## config.mk

```make
export PLATFORM = sky130hd
export DESIGN_NAME = gate_truth_scanner
export DESIGN_NICKNAME = d
export VERILOG_FILES = /design/src/rtl/gate_scan_pkg.sv /design/src/rtl/gate_truth_scanner.sv
export SDC_FILE = /design/constraint.sdc
export NUM_CORES = 1
export LEC_CHECK = 0
export ABC_AREA = 1
export ABC_CLOCK_PERIOD_IN_PS = 2500
export CAP_MARGIN = 20
export CORE_ASPECT_RATIO = 1.5
export CORE_MARGIN = 5
export CORE_UTILIZATION = 50
export DETAILED_ROUTE_END_ITERATION = 6
export GPL_TIMING_DRIVEN = 0
export PLACE_DENSITY = 0.79
export SLEW_MARGIN = 20
export SYNTH_ARGS = -nofsm -noshare
export SYNTH_HDL_FRONTEND = slang
export SYNTH_SLANG_ARGS = --single-unit
```

## constraint.sdc

```tcl
create_clock -name clk -period 2.5 [get_ports clk]
set_clock_uncertainty 0.1 [all_clocks]
set_input_delay 0.5 -clock clk [delete_from_list [all_inputs] [get_ports clk]]
set_output_delay 0.5 -clock clk [all_outputs]
set_load 0.05 [all_outputs]
```

## src/rtl/gate_scan_pkg.sv

```systemverilog
`default_nettype none
// ============================================================================
// Module      : gate_scan_pkg
// Description : Shared types, constants and reference function for the
//               gate truth-table scanner.
// Revision    : 1.0 - initial release
// ============================================================================
package gate_scan_pkg;

  localparam int GATE_W = 7;
  localparam int ROWS   = 4;

  // Bit positions of each gate result inside a gate vector
  localparam int AND_B  = 0;
  localparam int OR_B   = 1;
  localparam int NOTA_B = 2;
  localparam int NAND_B = 3;
  localparam int NOR_B  = 4;
  localparam int XOR_B  = 5;
  localparam int XNOR_B = 6;

  typedef enum logic [1:0] {
    IDLE    = 2'd0,
    SETTLE  = 2'd1,
    CAPTURE = 2'd2,
    DONE    = 2'd3
  } state_t;

  // Reference gate vector a correctly working gate block returns for {a,b}
  function automatic logic [GATE_W-1:0] expected_vec(input logic a, input logic b);
    logic [GATE_W-1:0] v;
    v         = '0;
    v[AND_B]  = a & b;
    v[OR_B]   = a | b;
    v[NOTA_B] = ~a;
    v[NAND_B] = ~(a & b);
    v[NOR_B]  = ~(a | b);
    v[XOR_B]  = a ^ b;
    v[XNOR_B] = ~(a ^ b);
    return v;
  endfunction

endpackage
`default_nettype wire

```

## src/rtl/gate_truth_scanner.sv

```systemverilog
`default_nettype none
// ============================================================================
// Module      : gate_truth_scanner
// Description : Drives all four {a,b} operand rows into an external gate
//               block, waits SETTLE_CYCLES per row, captures the 7 gate
//               results into a 28-bit truth table and counts bad rows.
// Revision    : 1.0 - initial release
// ============================================================================
module gate_truth_scanner
  import gate_scan_pkg::*;
#(
  parameter int SETTLE_CYCLES = 2
) (
  input  logic                   clk,
  input  logic                   rst,
  input  logic                   start,
  input  logic [GATE_W-1:0]      gate_in,
  output logic                   a_out,
  output logic                   b_out,
  output logic                   busy,
  output logic                   done,
  output logic                   valid,
  output logic [ROWS*GATE_W-1:0] table_out,
  output logic [2:0]             mismatch_cnt
);

  // Settle counter compares against the last settle cycle index
  localparam logic [3:0] SETTLE_LAST = 4'(SETTLE_CYCLES - 1);
  localparam logic [1:0] LAST_ROW    = 2'(ROWS - 1);

  state_t                  state_q,  state_d;
  logic [1:0]              row_q,    row_d;
  logic [3:0]              cnt_q,    cnt_d;
  logic                    valid_q,  valid_d;
  logic [ROWS*GATE_W-1:0]  table_q,  table_d;
  logic [2:0]              mism_q,   mism_d;

  // Next-state logic: sequencing, row advance, capture and mismatch count
  always_comb begin
    state_d = state_q;
    row_d   = row_q;
    cnt_d   = cnt_q;
    valid_d = valid_q;
    table_d = table_q;
    mism_d  = mism_q;
    case (state_q)
      IDLE: begin
        if (start) begin
          state_d = SETTLE;
          row_d   = 2'd0;
          cnt_d   = 4'd0;
          valid_d = 1'b0;
          mism_d  = 3'd0;
          table_d = '0;
        end
      end
      SETTLE: begin
        if (cnt_q == SETTLE_LAST) begin
          state_d = CAPTURE;
          cnt_d   = 4'd0;
        end else begin
          cnt_d = cnt_q + 4'd1;
        end
      end
      CAPTURE: begin
        table_d[int'(row_q)*GATE_W +: GATE_W] = gate_in;
        if (gate_in != expected_vec(row_q[1], row_q[0])) begin
          mism_d = mism_q + 3'd1;
        end
        cnt_d = 4'd0;
        if (row_q == LAST_ROW) begin
          state_d = DONE;
        end else begin
          state_d = SETTLE;
          row_d   = row_q + 2'd1;
        end
      end
      DONE: begin
        valid_d = 1'b1;
        state_d = IDLE;
      end
      default: state_d = IDLE;
    endcase
  end

  // State registers, cleared asynchronously so a scan can be aborted anytime
  always_ff @(posedge clk or posedge rst) begin
    if (rst) begin
      state_q <= IDLE;
      row_q   <= 2'd0;
      cnt_q   <= 4'd0;
      valid_q <= 1'b0;
      table_q <= '0;
      mism_q  <= 3'd0;
    end else begin
      state_q <= state_d;
      row_q   <= row_d;
      cnt_q   <= cnt_d;
      valid_q <= valid_d;
      table_q <= table_d;
      mism_q  <= mism_d;
    end
  end

  // Operands come straight from the row register, so they stay glitch-free
  // and keep the last driven row while idle
  assign a_out        = row_q[1];
  assign b_out        = row_q[0];
  assign busy         = (state_q == SETTLE) || (state_q == CAPTURE);
  assign done         = (state_q == DONE);
  assign valid        = valid_q;
  assign table_out    = table_q;
  assign mismatch_cnt = mism_q;

endmodule
`default_nettype wire

```

==> impl_results.html, run 1 <==
<table>
<tr><th>Metric</th><th>Value</th></tr>
<tr><th colspan="2">CTS</th></tr>
<tr><td>Clk Latency, worst-skew pair</td><td>roughly 0.28 ns</td></tr>
<tr><td>Clock tree from TritonCTS</td><td>done</td></tr>
<tr><td>Sinks on Clock Net</td><td>40</td></tr>
<tr><td>H-tree depth</td><td>2</td></tr>
<tr><td>CTS buffer count</td><td>5</td></tr>
<tr><td>Buffers from clock root to sink, at most</td><td>2</td></tr>
<tr><td>Clock root buffer</td><td>clkbuf_8</td></tr>
<tr><td>Count of buffers added by post-CTS timing repair for setup</td><td>0</td></tr>
<tr><td>Clock transition at the registers of the reported paths</td><td>0.07 ns</td></tr>
<tr><th colspan="2">STA</th></tr>
<tr><td>Max-Slew Margin vs Limit</td><td>approximately two thirds</td></tr>
<tr><td>Tmin final</td><td>2.39 ns</td></tr>
<tr><td>Final setup violating endpoints</td><td>0</td></tr>
<tr><td>Final cycle utilization of the critical path</td><td>a little over nine tenths</td></tr>
<tr><td>Timing-limited maximum frequency</td><td>~420 MHz</td></tr>
<tr><td>Final Hold Viols</td><td>0</td></tr>
<tr><td>Measured slew at the worst slew-check pin</td><td>0.517 ns</td></tr>
<tr><td>Max-slew violation total from the final report</td><td>0</td></tr>
<tr><td>Fin Setup TNS</td><td>0 ns</td></tr>
<tr><td>Unrepaired setup endpoints after global routing</td><td>no</td></tr>
<tr><th colspan="2">Pwr</th></tr>
<tr><td>Part of the power in the clock network</td><td>15.4%</td></tr>
<tr><td>Switching share of power</td><td>47.8%</td></tr>
<tr><td>Cell leakage power</td><td>1.40 nW</td></tr>
<tr><td>Sequential fraction of design power</td><td>30.4%</td></tr>
<tr><td>Worst VDD drop</td><td>0.00123 V</td></tr>
<tr><td>Combinational cell fraction of total power</td><td>54.1%</td></tr>
<tr><td>Total power after layout</td><td>2.80 mW</td></tr>
<tr><td>Switching power of the nets</td><td>approximately 1.3 mW</td></tr>
<tr><td>Power density relative to cell area</td><td>approximately 1000 mW/mm^2</td></tr>
<tr><td>Total internal power</td><td>about 1.5 mW</td></tr>
<tr><th colspan="2">Synth</th></tr>
<tr><td>Number of synthesized register bits</td><td>40</td></tr>
<tr><td>Cell types with the largest area share after synthesis</td><td>dfrtp_1 46%, nand2_1 9.2%, ha_1 8.6%</td></tr>
<tr><td>Post-synthesis instance area</td><td>around 0.0022 sq mm</td></tr>
<tr><td>Simple-gate share of the synthesized area</td><td>24.1%</td></tr>
<tr><td>Area fraction of the dominant cell type after synthesis</td><td>46.1%</td></tr>
<tr><td>Count of different cell masters after synthesis</td><td>26</td></tr>
<tr><td>Sequential element share of the synthesized area</td><td>between 40% and 50%</td></tr>
<tr><td>Synth Instances</td><td>259</td></tr>
<tr><td>Cell taking the most area after synthesis</td><td>dfrtp_1</td></tr>
<tr><td>Synthesis Warnings</td><td>0</td></tr>
<tr><td>Adder-cell area share of the yosys netlist</td><td>under 10%</td></tr>
<tr><td>Main combinational cell family by area after synthesis</td><td>simple AND/OR/NAND/NOR gates</td></tr>
<tr><td>Xor and xnor fraction of the mapped netlist area</td><td>1.21%</td></tr>
<tr><td>Average footprint of a synthesized cell</td><td>8.39 sq um</td></tr>
<tr><td>Compound-cell area share of the yosys netlist</td><td>10.5%</td></tr>
<tr><td>Number of nets produced by synthesis</td><td>284</td></tr>
<tr><td>Share of cell area taken by muxes after synthesis</td><td>0%</td></tr>
<tr><th colspan="2">Final layout</th></tr>
<tr><td>Count of nets after finishing</td><td>between 300 and 400</td></tr>
<tr><td>Top library cells by usage in the layout, fill and taps aside</td><td>53 x nand2_1, 44 x clkdlybuf4s50_1, 40 x dfrtp_1</td></tr>
<tr><td>Fraction of layout instances using a drive strength above 1</td><td>9.27%</td></tr>
<tr><td>FILL cells</td><td>374</td></tr>
<tr><td>Leading cell type in the layout, fill and taps excluded</td><td>nand2_1</td></tr>
<tr><td>Area growth syn-to-layout</td><td>29.0%</td></tr>
<tr><td>Number of diodes added for antenna fixing</td><td>0</td></tr>
<tr><th colspan="2">Worst setup path</th></tr>
<tr><td>Critical Path, Cell by Cell</td><td>ha_1, clkdlybuf4s50_1</td></tr>
<tr><td>Endpoint arrival time on the critical path</td><td>1.79 ns</td></tr>
<tr><td>Crit-path max FO</td><td>5</td></tr>
<tr><td>Startpoint type of the worst setup path</td><td>flop</td></tr>
<tr><td>CP peak stage delay</td><td>around 0.83 ns</td></tr>
<tr><td>Crit path kind</td><td>reg -&gt; out</td></tr>
<tr><td>Setup crit end kind</td><td>primary output</td></tr>
<tr><td>Critical path data required time</td><td>roughly 1.9 ns</td></tr>
<tr><td>Slowest-stage cell, CP</td><td>clkdlybuf4s50_1</td></tr>
<tr><th colspan="2">Global route</th></tr>
<tr><td>Number of antenna violations at the first check in global routing</td><td>0</td></tr>
<tr><td>Pin count of the biggest net entering global routing</td><td>26</td></tr>
<tr><td>Global Route Usage Sum</td><td>17.6%</td></tr>
<tr><td>Wire length of the first global-routing pass</td><td>roughly 8300 um</td></tr>
<tr><td>Remaining Overflow, GRT</td><td>0</td></tr>
<tr><td>Via count of the first global-routing pass</td><td>1868</td></tr>
<tr><th colspan="2">Job</th></tr>
<tr><td>Number of maximum-capacitance constraint violations</td><td>0</td></tr>
<tr><th colspan="2">Place</th></tr>
<tr><td>DP HPWL</td><td>3660 um</td></tr>
<tr><td>Routability cong.</td><td>0.909</td></tr>
<tr><td>Total of buffers placed on input and output ports</td><td>45</td></tr>
<tr><th colspan="2">Detailed routing</th></tr>
<tr><td>1st-pass router iterations</td><td>6</td></tr>
<tr><td>Drt total wl</td><td>4660 um</td></tr>
<tr><td>Antenna viol nets, final</td><td>0</td></tr>
<tr><td>Detailed router's first-iteration violation count</td><td>62</td></tr>
<tr><td>Routed len/inst</td><td>13.0 um</td></tr>
<tr><td>Drt drc</td><td>0</td></tr>
<tr><td>Vias per std cell</td><td>5.09</td></tr>
<tr><td>Routed via count</td><td>roughly 1800</td></tr>
<tr><th colspan="2">Worst hold path</th></tr>
<tr><td>Path category of the worst min-delay check</td><td>reg -&gt; reg</td></tr>
<tr><th colspan="2">Floorplan</th></tr>
<tr><td>Y dimension of the die</td><td>90.7 um</td></tr>
<tr><td>Core area</td><td>0.00421 sq mm</td></tr>
<tr><td>Effective utilization at floorplan</td><td>51.6%</td></tr>
<tr><td>Count of boundary I/O pins</td><td>46</td></tr>
<tr><td>Die extent in x</td><td>around 64 um</td></tr>
<tr><td>Die footprint</td><td>0.00579 sq mm</td></tr>
<tr><td>Row cnt</td><td>29</td></tr>
<tr><th colspan="2">Run status</th></tr>
<tr><td>Result of the run</td><td>finished, final reports clean</td></tr>
</table>
[critical path, delay by kind of cell, from the launching register on]
kind                       cells  cell delay (ns)
adders and majority gates      1             0.25
DFF                            1             0.42
buffers and inverters          1             0.83
[state kept, by name, indices dropped and copies added (netlist names)]
name and cells:
table_out 28, cnt_q 4, mismatch_cnt 3, row_q 2, state_q 2, valid 1
[synthesized netlist by cell type (all sizes together)]
master and number:
clkbuf 2, nand3b 3, buf 3, xor2 1
nor3 3, a21oi 5, nand2 55, o21ai 31
a21o 1, o31ai 1, dfrtp 40, xnor2 2
ha 15, nand3 33, inv 43, nor2 21
[area by class of cell]
type	count	area (sq um)	area share, %
flip-flops and latches	40	1000	35.7
repair buffers	46	480	17.1
well taps	46	57.6	2.05
plain buffers	5	42.5	1.52
inverters	43	161	5.76
multi-input cells	171	967	34.5
clock buffers	6	82.6	2.95
clock inverters	2	10.0	0.357
[final timing paths]
check	start	end	slack (ns)	cells past startpoint
setup / recovery	state_q[0]	done	0.11	2
hold / removal	valid	valid	0.38	2
setup reg to reg	row_q[1]	mismatch_cnt[1]	0.50	10
hold reg to reg	valid	valid	0.38	2
max in group asynchronous	rst	table_out[15]	1.45	3
min in group asynchronous	rst	valid	0.41	2
[power by group through the flow]
stage               Clock [mW]  Combinational, mW  Sequential (mW)
floorplan                    0              0.829             1.14
global placement             0               1.49            0.860
detailed placement           0               1.52            0.865
CTS                      0.450               1.53            0.853
global route             0.480               1.66            0.871
finish                   0.432               1.52            0.853
[through the flow]
step | setup slack (ns) | util (%) | area, sq um | std cells | hold slack [ns]
floorplan | 0.379 | - | 2170 | 259 | 0.399
global placement | 0.176 | 63.7 | 2680 | 350 | 0.362
detailed placement | 0.363 | 64.3 | 2710 | 351 | 0.369
CTS | 0.0385 | 66.5 | 2800 | 359 | 0.387
global route | 0.0204 | 66.6 | 2800 | 359 | 0.439
finish | 0.110 | 66.6 | 2800 | 359 | 0.382
[per-layer routing]
layer / share of wire, % / global-route usage (%) / vias up
met5: 0 / 0 / -
met4: 2.2 / 7.63 / 0
met3: 5.2 / 3.86 / 8
met2: 52 / 29.7 / 49
met1: 40 / 21.0 / 843
li1: - / - / 927
[logic make-up (layout without fill, tap and decap cells)]
group,after synthesis,in the layout
AO/OA/AOI/OAI,38,38
XOR/XNOR,3,3
adder cells (fa/ha/maj),15,15
buffers and inverters,48,102
flip-flops,40,40
AND/OR/NAND/NOR,115,115
[what timing repair did]
action	CTS	global route
setup endpoints to repair	0	1
hold buffers	0	0
gates resized for setup	0	1
Power figures use the tool's default switching activity.
==> run 2, diff against run 1 <==
--- a/config.mk
+++ b/config.mk
@@ -5,15 +5,15 @@
 export SDC_FILE = /design/constraint.sdc
 export NUM_CORES = 1
 export LEC_CHECK = 0
-export ABC_AREA = 1
 export ABC_CLOCK_PERIOD_IN_PS = 2500
 export CAP_MARGIN = 20
 export CORE_ASPECT_RATIO = 1.5
 export CORE_MARGIN = 5
 export CORE_UTILIZATION = 50
 export DETAILED_ROUTE_END_ITERATION = 6
+export GPL_ROUTABILITY_DRIVEN = 0
 export GPL_TIMING_DRIVEN = 0
-export PLACE_DENSITY = 0.79
+export PLACE_DENSITY = 0.8
 export SLEW_MARGIN = 20
 export SYNTH_ARGS = -nofsm -noshare
 export SYNTH_HDL_FRONTEND = slang
==> impl_results.html, run 2 <==
<table>
<tr><th>Metric</th><th>Value</th></tr>
<tr><th colspan="2">Run status</th></tr>
<tr><td>Result of the run</td><td>finished, final reports clean</td></tr>
<tr><th colspan="2">Final layout</th></tr>
<tr><td>Post-route design area</td><td>0.00261 sq mm (-7.1%)</td></tr>
<tr><td>Leading cell type in the layout, fill and taps excluded</td><td>clkdlybuf4s50_1</td></tr>
<tr><td>Number of diodes added for antenna fixing</td><td>0 (unchanged)</td></tr>
<tr><td>Area growth syn-to-layout</td><td>31.6%</td></tr>
<tr><td>FILL cells</td><td>310 (-17%)</td></tr>
<tr><td>Final standard cell utilization of the core</td><td>67.0% (+0.40 points)</td></tr>
<tr><td>Top library cells by usage in the layout, fill and taps aside</td><td>44 x clkdlybuf4s50_1, 38 x dfrtp_1, 23 x o21ai_0, 23 x inv_1, 15 x nand3_1</td></tr>
<tr><td>Number of flip-flops under the largest register name</td><td>28 (unchanged)</td></tr>
<tr><td>Fraction of layout instances using a drive strength above 1</td><td>6.40% (-2.9 points)</td></tr>
<tr><td>Count of nets after finishing</td><td>275 (-18%)</td></tr>
<tr><th colspan="2">Synth</th></tr>
<tr><td>Synth Instances</td><td>197 (-24%)</td></tr>
<tr><td>Commonest cells in the netlist</td><td>40 x dfrtp_1, 24 x inv_1, 23 x o21ai_0</td></tr>
<tr><td>Most common cell in the netlist</td><td>dfrtp_1</td></tr>
<tr><td>Number of nets produced by synthesis</td><td>222 (-22%)</td></tr>
<tr><td>Number of enable flip-flop cells after synthesis</td><td>0 (unchanged)</td></tr>
<tr><td>Post-synthesis instance area</td><td>0.00198 sq mm (-8.9%)</td></tr>
<tr><td>Area fraction of the dominant cell type after synthesis</td><td>50.6% (+4.5 points)</td></tr>
<tr><td>Count of different cell masters after synthesis</td><td>36 (+38%)</td></tr>
<tr><td>Number of synthesized register bits</td><td>40 (unchanged)</td></tr>
<tr><td>Cell taking the most area after synthesis</td><td>dfrtp_1</td></tr>
<tr><td>Average footprint of a synthesized cell</td><td>10.0 sq um (+20%)</td></tr>
<tr><td>Synthesis Warnings</td><td>0 (unchanged)</td></tr>
<tr><td>Fraction of registers with async set/reset</td><td>100% (unchanged)</td></tr>
<tr><td>Cell types with the largest area share after synthesis</td><td>dfrtp_1 51%, ha_1 9.5%, o21ai_0 5.8%</td></tr>
<tr><td>Sequential element share of the synthesized area</td><td>50.6% (+4.5 points)</td></tr>
<tr><td>Flip-flop cell with the highest count after synthesis</td><td>dfrtp_1</td></tr>
<tr><th colspan="2">STA</th></tr>
<tr><td>Post-Route Hold Slack</td><td>0.382 ns (-0.000247 ns)</td></tr>
<tr><td>Max-slew violation total from the final report</td><td>0 (unchanged)</td></tr>
<tr><td>Final cycle utilization of the critical path</td><td>99.1% (+3.5 points)</td></tr>
<tr><td>Measured slew at the worst slew-check pin</td><td>0.936 ns (+0.419 ns)</td></tr>
<tr><td>Final Hold Viols</td><td>0 (unchanged)</td></tr>
<tr><td>Unrepaired setup endpoints after global routing</td><td>yes</td></tr>
<tr><td>Final setup violating endpoints</td><td>0 (unchanged)</td></tr>
<tr><td>Max-Slew Margin vs Limit</td><td>37.0% (-28 points)</td></tr>
<tr><td>Tmin final</td><td>2.48 ns (+0.0870 ns)</td></tr>
<tr><td>Timing-limited maximum frequency</td><td>404 MHz (-3.5%)</td></tr>
<tr><th colspan="2">Worst hold path</th></tr>
<tr><td>Hold-critical path endpoint</td><td>table_out[6]</td></tr>
<tr><td>Path category of the worst min-delay check</td><td>reg -&gt; reg</td></tr>
<tr><td>Number of instances on the worst hold path</td><td>2 (unchanged)</td></tr>
<tr><td>Startpoint of the lowest-slack hold path</td><td>table_out[6]</td></tr>
<tr><th colspan="2">Detailed routing</th></tr>
<tr><td>Routed len/inst</td><td>15.3 um (+18%)</td></tr>
<tr><td>Routed via count</td><td>1629 (-11%)</td></tr>
<tr><td>Drt drc</td><td>0 (unchanged)</td></tr>
<tr><td>Drt total wl</td><td>4520 um (-3.1%)</td></tr>
<tr><td>Antenna viol nets, final</td><td>0 (unchanged)</td></tr>
<tr><td>Vias per std cell</td><td>5.52 (+8.5%)</td></tr>
<tr><td>Detailed router's first-iteration violation count</td><td>41 (-34%)</td></tr>
<tr><td>1st-pass router iterations</td><td>4 (-2)</td></tr>
<tr><th colspan="2">Global route</th></tr>
<tr><td>Wire length of the first global-routing pass</td><td>7590 um (-8.7%)</td></tr>
<tr><td>Global Route Usage Sum</td><td>19.3% (+1.7 points)</td></tr>
<tr><td>Pin count of the biggest net entering global routing</td><td>22 (-15%)</td></tr>
<tr><td>Via count of the first global-routing pass</td><td>1621 (-13%)</td></tr>
<tr><td>Number of antenna violations at the first check in global routing</td><td>0 (unchanged)</td></tr>
<tr><td>Remaining Overflow, GRT</td><td>0 (unchanged)</td></tr>
<tr><th colspan="2">Worst setup path</th></tr>
<tr><td>Number of cells on the worst reg-to-reg path</td><td>6 (-4)</td></tr>
<tr><td>Critical path data required time</td><td>2.58 ns (+0.68 ns)</td></tr>
<tr><td>RR Endpoint</td><td>mismatch_cnt[1]</td></tr>
<tr><td>Startpoint type of the worst setup path</td><td>flop</td></tr>
<tr><td>Reg-to-reg slack, setup</td><td>0.02 ns (-0.48 ns)</td></tr>
<tr><td>Crit path kind</td><td>reg -&gt; reg</td></tr>
<tr><td>Crit-path max FO</td><td>8 (+3)</td></tr>
<tr><td>Slowest-stage cell, CP</td><td>dfrtp_2</td></tr>
<tr><td>Critical Path, Cell by Cell</td><td>inv_1, ha_4, or3b_1, a2111o_1, or2_1, a32o_1</td></tr>
<tr><td>Setup crit end kind</td><td>flop</td></tr>
<tr><td>Endpoint arrival time on the critical path</td><td>2.56 ns (+0.77 ns)</td></tr>
<tr><td>Startpoint of the most critical register-to-register path</td><td>row_q[0]</td></tr>
<tr><td>CP peak stage delay</td><td>0.46 ns (-0.37 ns)</td></tr>
<tr><th colspan="2">CTS</th></tr>
<tr><td>Sinks on Clock Net</td><td>40 (unchanged)</td></tr>
<tr><td>Clock transition at the registers of the reported paths</td><td>0.07 ns (about the same)</td></tr>
<tr><td>Buffers from clock root to sink, at most</td><td>2 (unchanged)</td></tr>
<tr><td>Count of buffers added by post-CTS timing repair for setup</td><td>0 (unchanged)</td></tr>
<tr><td>H-tree depth</td><td>2 (unchanged)</td></tr>
<tr><td>Clock tree from TritonCTS</td><td>done</td></tr>
<tr><td>CTS buffer count</td><td>5 (unchanged)</td></tr>
<tr><td>Clock root buffer</td><td>clkbuf_8</td></tr>
<tr><td>Clk Latency, worst-skew pair</td><td>0.29 ns (about the same)</td></tr>
<tr><th colspan="2">Place</th></tr>
<tr><td>DP HPWL</td><td>3550 um (-3.2%)</td></tr>
<tr><td>Total of buffers placed on input and output ports</td><td>45 (unchanged)</td></tr>
<tr><td>DP Area</td><td>0.00253 sq mm (-6.6%)</td></tr>
<tr><th colspan="2">Job</th></tr>
<tr><td>Number of maximum-capacitance constraint violations</td><td>0 (unchanged)</td></tr>
<tr><th colspan="2">Pwr</th></tr>
<tr><td>Total power after layout</td><td>2.70 mW (-3.6%)</td></tr>
<tr><td>Cell leakage power</td><td>1.14 nW (-19%)</td></tr>
<tr><td>Worst VDD drop</td><td>0.000986 V (-20%)</td></tr>
<tr><td>Power density relative to cell area</td><td>1040 mW/mm^2 (+3.7%)</td></tr>
<tr><th colspan="2">Floorplan</th></tr>
<tr><td>Die footprint</td><td>0.00534 sq mm (-7.7%)</td></tr>
<tr><td>Y dimension of the die</td><td>87.1 um (-4.0%)</td></tr>
<tr><td>Effective utilization at floorplan</td><td>50.9% (-0.70 points)</td></tr>
<tr><td>Count of boundary I/O pins</td><td>46 (unchanged)</td></tr>
<tr><td>Row cnt</td><td>28 (-3.4%)</td></tr>
<tr><td>Core area</td><td>0.00389 sq mm (-7.6%)</td></tr>
<tr><td>Die extent in x</td><td>61.4 um (-3.8%)</td></tr>
</table>
==> run 2: worst max-delay path by stage <==
stage                     startpoint               to  slack [ns]
after floorplan             row_q[1]  mismatch_cnt[1]        0.01
after global placement    gate_in[6]  mismatch_cnt[1]       -0.18
after detailed placement  gate_in[6]  mismatch_cnt[1]       -0.20
after CTS                   row_q[0]  mismatch_cnt[1]        0.02
after global routing      state_q[0]    table_out[24]       -0.07
final                       row_q[0]  mismatch_cnt[1]        0.02
==> run 2: critical path, delay by kind of cell (launching register included) <==
family | cells | cell delay, ns
adders and majority gates | 1 | 0.25
AOI/OAI and AO/OA | 2 | 0.71
DFF | 1 | 0.46
and+or+nand+nor | 2 | 0.65
buffers and inverters | 1 | 0.19
==> run 2: cell families after synthesis <==
family	after synthesis	synth area share, %
DFF	40	50.6
adders and majority gates	15	9.48
and+or+nand+nor	57	14.6
AOI/OAI and AO/OA	53	17.6
muxes	3	1.64
xor gates and xnor gates	1	0.443
buffers and inverters	28	5.69
==> run 2: repair_timing <==
item | in CTS | in global routing
hold buffers | 0 | 0
endpoints found under the setup margin | 1 | 9
resized for setup | 1 | 0
pin swaps | 0 | 0
==> run 2: through the flow <==
stage               setup WS (ns)  cells  setup TNS (ns)
CTS                        0.0207    295               0
finish                     0.0228    295               0
detailed placement         -0.202    288          -0.456
floorplan                 0.00998    197               0
global placement           -0.182    287          -0.403
global route              -0.0680    295          -0.476
==> run 2: area by class of cell <==
| class | instances | area (sq um) | area share (%) |
|---|---|---|---|
| repair buffers | 46 | 477 | 18.3 |
| clock inverters | 1 | 5.00 | 0.192 |
| multi-input cells | 129 | 878 | 33.7 |
| inverters | 25 | 93.8 | 3.60 |
| clock buffers | 6 | 72.6 | 2.79 |
| plain buffers | 3 | 18.8 | 0.720 |
| flip-flops and latches | 40 | 1000 | 38.5 |
| well taps | 45 | 56.3 | 2.16 |
==> run 2: routing by layer <==
layer | share of wire [%] | up-vias | wire [um] | track usage [%]
met4 | 3.3 | 0 | 148 | 8.30
met1 | 41 | 778 | 1830 | 24.1
met3 | 4.2 | 14 | 188 | 3.26
met5 | 0 | - | 0 | 0
li1 | - | 794 | - | -
met2 | 52 | 43 | 2350 | 32.0
==> run 2: where the power goes <==
group          leakage [nW]  switching (mW)  internal [mW]  total [mW]
clock network        0.0410           0.210          0.190       0.400
registers             0.541           0.105          0.760       0.866
logic                 0.560           0.941          0.492        1.43
total                  1.14            1.26           1.44        2.70
